File: src/rtl/q_meas_sequencer.sv
// Measurement sequencer: forwards the current-reference code to the DAC, waits for the
// analog path to settle, averages 2^AVG_LOG2 ADC conversions and returns the result with
// a one-cycle ready pulse.
module q_meas_sequencer #(
    parameter int unsigned BUS_WIDTH     = 10,
    parameter int unsigned SETTLE_CYCLES = 16,
    parameter int unsigned AVG_LOG2      = 2,
    parameter int unsigned TIMEOUT       = 64
) (
    input  logic                 clk,
    input  logic                 rst,
    input  logic [BUS_WIDTH-1:0] i_ref,
    input  logic                 start,
    input  logic [BUS_WIDTH-1:0] adc_data,
    input  logic                 adc_done,
    output logic                 adc_start,
    output logic [BUS_WIDTH-1:0] dac_code,
    output logic [BUS_WIDTH-1:0] q_measured,
    output logic                 ready,
    output logic                 busy,
    output logic                 adc_timeout
);

    localparam int unsigned NumSamples = 1 << AVG_LOG2;
    localparam int unsigned AccW       = BUS_WIDTH + AVG_LOG2;
    localparam int unsigned CntW       = (AVG_LOG2 > 0) ? AVG_LOG2 : 1;
    localparam int unsigned SettleW    = (SETTLE_CYCLES > 1) ? $clog2(SETTLE_CYCLES) : 1;
    localparam int unsigned TmoW       = (TIMEOUT > 1) ? $clog2(TIMEOUT) : 1;

    typedef enum logic [2:0] {
        StIdle,
        StSettle,
        StConvert,
        StWait,
        StDone
    } state_e;

    state_e               state_q, state_d;
    logic [SettleW-1:0]   settle_q, settle_d;
    logic [TmoW-1:0]      tmo_cnt_q, tmo_cnt_d;
    logic [CntW-1:0]      smp_q, smp_d;
    logic [AccW-1:0]      acc_q, acc_d;
    logic [BUS_WIDTH-1:0] dac_q, dac_d;
    logic [BUS_WIDTH-1:0] last_q, last_d;
    logic [BUS_WIDTH-1:0] q_q, q_d;
    logic                 ready_q, ready_d;
    logic                 timeout_q, timeout_d;

    // State and datapath registers, synchronous reset aborts any measurement in flight.
    always_ff @(posedge clk) begin
        if (rst) begin
            state_q   <= StIdle;
            settle_q  <= '0;
            tmo_cnt_q <= '0;
            smp_q     <= '0;
            acc_q     <= '0;
            dac_q     <= '0;
            last_q    <= '0;
            q_q       <= '0;
            ready_q   <= 1'b0;
            timeout_q <= 1'b0;
        end else begin
            state_q   <= state_d;
            settle_q  <= settle_d;
            tmo_cnt_q <= tmo_cnt_d;
            smp_q     <= smp_d;
            acc_q     <= acc_d;
            dac_q     <= dac_d;
            last_q    <= last_d;
            q_q       <= q_d;
            ready_q   <= ready_d;
            timeout_q <= timeout_d;
        end
    end

    // Next-state and datapath updates for the settle/convert/average sequence.
    always_comb begin
        state_d   = state_q;
        settle_d  = settle_q;
        tmo_cnt_d = tmo_cnt_q;
        smp_d     = smp_q;
        acc_d     = acc_q;
        dac_d     = dac_q;
        last_d    = last_q;
        q_d       = q_q;
        ready_d   = 1'b0;
        timeout_d = 1'b0;

        unique case (state_q)
            StIdle: begin
                // i_ref changes seen while busy are caught here because last_q is stale.
                if ((i_ref != last_q) || start) begin
                    dac_d    = i_ref;
                    last_d   = i_ref;
                    acc_d    = '0;
                    smp_d    = '0;
                    settle_d = SettleW'(SETTLE_CYCLES - 1);
                    state_d  = StSettle;
                end
            end
            StSettle: begin
                if (settle_q == '0) begin
                    state_d = StConvert;
                end else begin
                    settle_d = settle_q - 1'b1;
                end
            end
            StConvert: begin
                tmo_cnt_d = '0;
                state_d   = StWait;
            end
            StWait: begin
                if (adc_done) begin
                    acc_d = acc_q + AccW'(adc_data);
                    if (smp_q == CntW'(NumSamples - 1)) begin
                        state_d = StDone;
                    end else begin
                        smp_d   = smp_q + 1'b1;
                        state_d = StConvert;
                    end
                end else if (tmo_cnt_q == TmoW'(TIMEOUT - 1)) begin
                    // Abort: report ready so the controller advances, keep the old result.
                    ready_d   = 1'b1;
                    timeout_d = 1'b1;
                    state_d   = StIdle;
                end else begin
                    tmo_cnt_d = tmo_cnt_q + 1'b1;
                end
            end
            StDone: begin
                q_d     = BUS_WIDTH'(acc_q >> AVG_LOG2);
                ready_d = 1'b1;
                state_d = StIdle;
            end
            default: state_d = StIdle;
        endcase
    end

    assign adc_start   = (state_q == StConvert);
    assign busy        = (state_q != StIdle);
    assign dac_code    = dac_q;
    assign q_measured  = q_q;
    assign ready       = ready_q;
    assign adc_timeout = timeout_q;

endmodule
File: config.mk
export PLATFORM = sky130hd
export DESIGN_NAME = q_meas_sequencer
export DESIGN_NICKNAME = d
export VERILOG_FILES = /design/src/rtl/q_meas_sequencer.sv
export SDC_FILE = /design/constraint.sdc
export NUM_CORES = 1
export LEC_CHECK = 0
export CAP_MARGIN = 5
export CORE_MARGIN = 1
export CORE_UTILIZATION = 45
export CTS_CLUSTER_DIAMETER = 50
export DETAILED_ROUTE_END_ITERATION = 8
export PLACE_DENSITY = 0.85
export SYNTH_ARGS = -nofsm -noshare
export SYNTH_HDL_FRONTEND = slang
export SYNTH_SLANG_ARGS = --single-unit
File: constraint.sdc
create_clock -name clk -period 2.3 [get_ports clk]
set_input_delay 0.575 -clock clk [delete_from_list [all_inputs] [get_ports clk]]
set_output_delay 0.575 -clock clk [all_outputs]
set_load 0.02 [all_outputs]
==> results of run 1 <==
[cells in the mapped netlist (all sizes together) (8+ instances only)]
cell type and count:
nand2 53, dfxtp 49, a21oi 36, nor2 19
ha 13, xor2 13, a211oi 10, nor3 10
o21ai 10, clkbuf 9, inv 8, nand3 8
[sequential cells by signal, summed over array words and instances (netlist names)]
signal and cells:
last_q 10, ready 1, acc_q 12, state_q 3, smp_q 2, settle_q 4, adc_timeout 1, tmo_cnt_q 6
q_measured 10
[power breakdown]
group / internal (mW) / leakage, nW / switching [mW]
clock network: 0.326 / 0.0543 / 0.312
registers: 0.964 / 0.399 / 0.146
logic: 0.624 / 0.937 / 0.694
[layout make-up]
cell class	instances	area [µm²]	share of cell area (%)
inverter	8	30.0	0.842
multi-input combinational	247	1620	45.5
tap	72	90.1	2.52
clock inverter	3	46.3	1.30
timing repair buffer	81	727	20.4
clock buffer	5	68.8	1.93
sequential	49	982	27.5
[how the worst max path moves through the flow]
stage | from | endpoint | slack [ps]
after global routing | adc_data[1] | acc_q[8]$_SDFFE_PP0P_ | -20
after detailed placement | adc_data[0] | acc_q[8]$_SDFFE_PP0P_ | -480
after CTS | adc_data[0] | acc_q[8]$_SDFFE_PP0P_ | -30
final | adc_data[1] | acc_q[8]$_SDFFE_PP0P_ | 50
after floorplan | adc_data[0] | acc_q[8]$_SDFFE_PP0P_ | 10
after global placement | adc_data[0] | acc_q[8]$_SDFFE_PP0P_ | -440
[stage by stage]
step / util [%] / std cells / power [mW] / instance area (µm²) / TNS, ps
after global placement: 61.0 / 457 / 2.39 / 3420 / -2160
after CTS: 63.3 / 465 / 3.06 / 3550 / -33.2
after detailed placement: 61.0 / 457 / 2.43 / 3420 / -3210
final: 63.6 / 465 / 3.07 / 3570 / 0
after floorplan: - / 319 / 1.99 / 2690 / 0
after global routing: 63.6 / 465 / 3.25 / 3570 / -27.8
[per-layer routing]
metal,share of wire (%),GRT usage [%],vias to the layer above,wire [µm]
li1,-,-,1287,-
met1,44,27.2,1221,2910
met2,48,37.9,80,3160
met3,6.6,4.37,11,438
met4,2.0,10.0,0,130
met5,0,0,-,0
[logic make-up after synthesis]
group           after synthesis  share of synthesized area (%)
mux                           2                          0.748
fa+ha+maj                    14                           6.83
simple gates                127                           24.7
xor+xnor                     16                           5.24
flops                        49                           36.7
compound gates               88                           21.6
buf+inv                      23                           4.16
[worst reg2reg max path, delay by kind of cell (launching register included)]
family | cells | cell delay, ps
and+or+nand+nor | 2 | 230
AOI/OAI and AO/OA | 3 | 820
adders and majority gates | 2 | 600
DFF | 1 | 330
[timing repair]
action                     in CTS  in global routing
gates cloned                    0                  0
pin swaps                       2                  7
hold buffers                    0                  0
setup buffers                   0                  0
gates resized for setup         5                  4
setup endpoints to repair       4                  4
==> results.toml, run 1 <==
[placed_design]
gp_congestion = 0.882
port-buffer-count = 47
dp_slack_ps = -480
post-dp-hpwl_um = 4730

[grt]
grt_pass1_wl_um = 11100
antenna_found_initial = 0
grt_max_degree = 24
grt_pass1_vias = 2507
grt_overflow = 0
grt_use_total_pct = 22.4

[critical_path]
cpMaxStageDelayCell = "clkdlybuf4s50_1"
rrSetupSlack_ps = 200
rr_startpoint = "acc_q[0]$_SDFFE_PP0P_"
worstSetupPathDepth = 7
crit_required_ps = 2500
crit_type = "in2reg"
reg2reg_to = "acc_q[8]$_SDFFE_PP0P_"
crit_path_end_kind = "flip-flop"
cpPeakStageDelay_ps = 450
path_max_fanout = 2
start_kind = "input pin"
crit_buf_inv = 1
cp_cell_sequence = "clkdlybuf4s50_1, fa_2, a211oi_2, o21bai_2, a2111oi_4, nor3_1, nand3b_1"
r2r_cells = 7
critPathArrivalTime_ps = 2450
crit_family = "compound AO/OA/AOI/OAI gates"

[timing]
setup_viol = 0
fin_worst_skew_ps = 8.02
max_freq_mhz = 443
finalCritPeriodShare_pct = 98.0
slew_viol_final = 0
setup_slack_ps = 45.1
slew_headroom_pct = 69.9
hold_violations = 0
tightest_slew_ps = 450
fin_crit_ps = 2250
fin_hold_ws_ps = 456

[flow_run]
drv_cap = 0

[finish]
layout_commonest_cell = "nand2_1"
final_net_count = 430
area_growth_pct = 33.4
layout_common_cells = "nand2_1 (53), dfxtp_1 (48), clkdlybuf4s50_1 (45), a21oi_1 (35), buf_4 (34)"
antennaDiodeCount = 0
layout-drive-gt1-share_pct = 15.8
fillCellCount = 479

[synthesis]
synth_area_per_cell_um2 = 8.39
synthFlopType = "dfxtp_1"
synth_nets = 357
synth_cell_types = 55
yosysTopAreaCell = "dfxtp_1"
synth_area_leaders = "dfxtp_1 (37%), nand2_1 (7.4%), a21oi_1 (6.7%)"
ys_async_sr_fraction_pct = 0
yosys_register_bits = 49
synth_cells = 319
ys_warn_count = 0
yosysTopAreaCellShare_pct = 36.7
synth_seq_area_share_pct = 36.7
synth_edf_count = 0
syn_area_um2 = 2680

[floorplan]
initial_core_util_pct = 47.7
rows = 27
die-width_um = 79.1
fp.dieH_um = 79.1
core-area_um2 = 5610
io_pins = 48
dieArea_um2 = 6260

[route]
via_per_inst = 5.59
wire_per_inst_um = 14.3
wirelength_um = 6640
drt_first_pass_iters = 4
drc = 0
ant_nets = 0
vias = 2599
drtIter0Drc = 119

[power]
p_per_area_nw_per_um2 = 859
p_leak_nw = 1.39
vdd_drop_max_mv = 0.610

[clock_tree]
clkLatencyLatePin_ps = 310
cts_tree = "yes"
path_clk_slew_ps = 100
htreeDepth = 2
numCtsBuffers = 5
cts-root-buf = "clkbuf_8"
clockBufferDepth = 2
cts.sinks = 49

[min_path]
hp-start = "q_measured[3]$_SDFFE_PP0P_"
hold_path_end = "q_measured[3]$_SDFFE_PP0P_"
hp-class = "reg2reg"
hold_depth = 2

[run_status]
status = "completed"
(Power assumes the default switching activity.)
==> run 2, diff against run 1 <==
--- a/config.mk
+++ b/config.mk
@@ -11,6 +11,7 @@
 export CTS_CLUSTER_DIAMETER = 50
 export DETAILED_ROUTE_END_ITERATION = 8
 export PLACE_DENSITY = 0.85
+export SLEW_MARGIN = 25
 export SYNTH_ARGS = -nofsm -noshare
 export SYNTH_HDL_FRONTEND = slang
 export SYNTH_SLANG_ARGS = --single-unit
==> results of run 2 <==
Same layout as run 1: the final DEF is identical, and so are final timing and power.
==> run 3, diff against run 2 <==
--- a/config.mk
+++ b/config.mk
@@ -8,9 +8,11 @@
 export CAP_MARGIN = 5
 export CORE_MARGIN = 1
 export CORE_UTILIZATION = 45
+export CTS_BUF_LIST = sky130_fd_sc_hd__clkbuf_16
 export CTS_CLUSTER_DIAMETER = 50
 export DETAILED_ROUTE_END_ITERATION = 8
 export PLACE_DENSITY = 0.85
+export REMOVE_ABC_BUFFERS = 1
 export SLEW_MARGIN = 25
 export SYNTH_ARGS = -nofsm -noshare
 export SYNTH_HDL_FRONTEND = slang
==> run 3 against run 2 <==
  * Clock-buffer cell count did not move
  * Die area did not move
  * Maximum frequency rose by 1.4%
  * Via count rose by 3.0%
  * Worst setup slack improved by 30 ps
  * Highest routed layer unchanged
  * Critical path depth rose by 1
  * Global-route usage barely moved
  * First-iteration DRC count rose by 43%
  * Flip-flop and latch count did not move
  * Cell area rose by 3.0%
  * Utilization rose by 1.9 points
  * Combinational power rose by 4%
==> results.toml, run 3 (synthesis results as in run 1) <==
[placed_design]
dpl-instance-area_um2 = 3410
port-buffer-count = 47
gp_congestion = 0.905
post-dp-hpwl_um = 4720

[timing]
setup_viol = 0
slew_viol_final = 0
fin_crit_ps = 2220
max_freq_mhz = 450
tightest_slew_ps = 462
slew_headroom_pct = 69.1
hold_violations = 0
finalCritPeriodShare_pct = 96.7
fin_worst_skew_ps = 6.66

[critical_path]
path_max_fanout = 2
crit_path_end_kind = "flip-flop"
cp_cell_sequence = "dlygate4sd2_1, ha_2, fa_2, a211oi_4, o21bai_4, a2111oi_4, nor3_1, nand3b_1"
worstSetupPathDepth = 8
crit_family = "compound AO/OA/AOI/OAI gates"
critPathArrivalTime_ps = 2400
crit_buf_inv = 1
r2r_cells = 7
crit_required_ps = 2470
start_kind = "input pin"
cpPeakStageDelay_ps = 370
crit_type = "in2reg"
cpMaxStageDelayCell = "fa_2"

[power]
clkPwrFrac_pct = 27.7
pwr-share-comb_pct = 40.2
p_per_area_nw_per_um2 = 927
seqPwrFrac_pct = 32.2
switching_share_pct = 34.8
vdd_drop_max_mv = 0.571
p_sw_mw = 1.19
p_leak_nw = 1.45
intPower_mw = 2.22
total_power_mw = 3.41

[finish]
final_net_count = 431
layout_common_cells = "nand2_1 (53), dfxtp_1 (48), clkdlybuf4s50_1 (44), a21oi_1 (36), buf_4 (35)"
layout-drive-gt1-share_pct = 16.0
regMostFlops = "acc_q"
fin_area_um2 = 3680
area_growth_pct = 37.4
antennaDiodeCount = 0
layout_commonest_cell = "nand2_1"
largest_register_ff_count = 12

[route]
vias = 2678
drt_first_pass_iters = 4
wirelength_um = 6970
via_per_inst = 5.75
drtIter0Drc = 170
ant_nets = 0
drc = 0
wire_per_inst_um = 15.0

[clock_tree]
hold_buffers = 0
numCtsBuffers = 5
cts_tree = "yes"
clkLatencyLatePin_ps = 290
cts-root-buf = "clkbuf_16"
clockBufferDepth = 2
path_clk_slew_ps = 70
cts.sinks = 49
htreeDepth = 2

[grt]
grt_pass1_vias = 2585
antenna_found_initial = 0
grt_use_total_pct = 22.4
grt_pass1_wl_um = 11200
grt_max_degree = 29
grt_overflow = 0

[floorplan]
rows = 27
dieArea_um2 = 6260
initial_core_util_pct = 47.7
fp.dieH_um = 79.1
io_pins = 48
core-area_um2 = 5610
die-width_um = 79.1

[min_path]
hold_depth = 2
hp-class = "reg2reg"

[flow_run]
drv_cap = 0

[run_status]
status = "completed"
## run 3: final cells by class
cell class	count	area (µm²)
multi-input cells	247	1650
fillers	457	1930
clock buffers	5	125
repair buffers	82	733
flip-flops and latches	49	982
inverters	8	30.0
clock inverters	3	65.1
well taps	72	90.1
## run 3: routing by layer
metal / vias up / share of wire (%) / GRT usage, %
met5: - / 0 / 0
li1: 1294 / - / -
met4: 0 / 3.0 / 8.55
met3: 28 / 5.5 / 4.94
met2: 101 / 51 / 39.7
met1: 1255 / 41 / 26.1
## run 3: power groups by stage
stage / Combinational [mW] / Sequential, mW / Clock, mW
global placement: 1.30 / 1.10 / 0
floorplan: 0.737 / 1.16 / 0
global route: 1.48 / 1.12 / 0.990
finish: 1.37 / 1.10 / 0.943
detailed placement: 1.33 / 1.11 / 0
CTS: 1.35 / 1.09 / 0.953
## run 3: repair_timing
item,CTS,global route
pin swaps,6,9
buffers inserted,1,0
gates resized for setup,7,10
setup endpoints to repair,3,7
## run 3: per-stage QoR
step                setup WS, ps  instances  utilization, %  hold WS, ps  TNS [ps]
floorplan                   -119        304               -          438      -119
global placement            -596        457            60.8          441     -2640
detailed placement          -801        457            60.8          448     -3810
CTS                         36.4        466            64.6          458         0
global route               -11.5        466            65.6          480     -13.0
finish                      75.4        466            65.6          458         0
## run 3: path summary, 6_finish.rpt
check	endpoint	start	slack, ps
min reg2reg	q_measured[0]$_SDFFE_PP0P_	q_measured[0]$_SDFFE_PP0P_	460
max	acc_q[8]$_SDFFE_PP0P_	adc_data[0]	80
min	q_measured[0]$_SDFFE_PP0P_	q_measured[0]$_SDFFE_PP0P_	460
max reg2reg	acc_q[8]$_SDFFE_PP0P_	acc_q[0]$_SDFFE_PP0P_	270
## run 3: worst reg2reg max path, cell delays in order, from the launching register on
cell and delay (ps):
dfxtp_1 320, ha_2 200, fa_2 370, a211oi_4 280, o21bai_4 120, a2111oi_4 370, nor3_1 100, nand3b_1 160
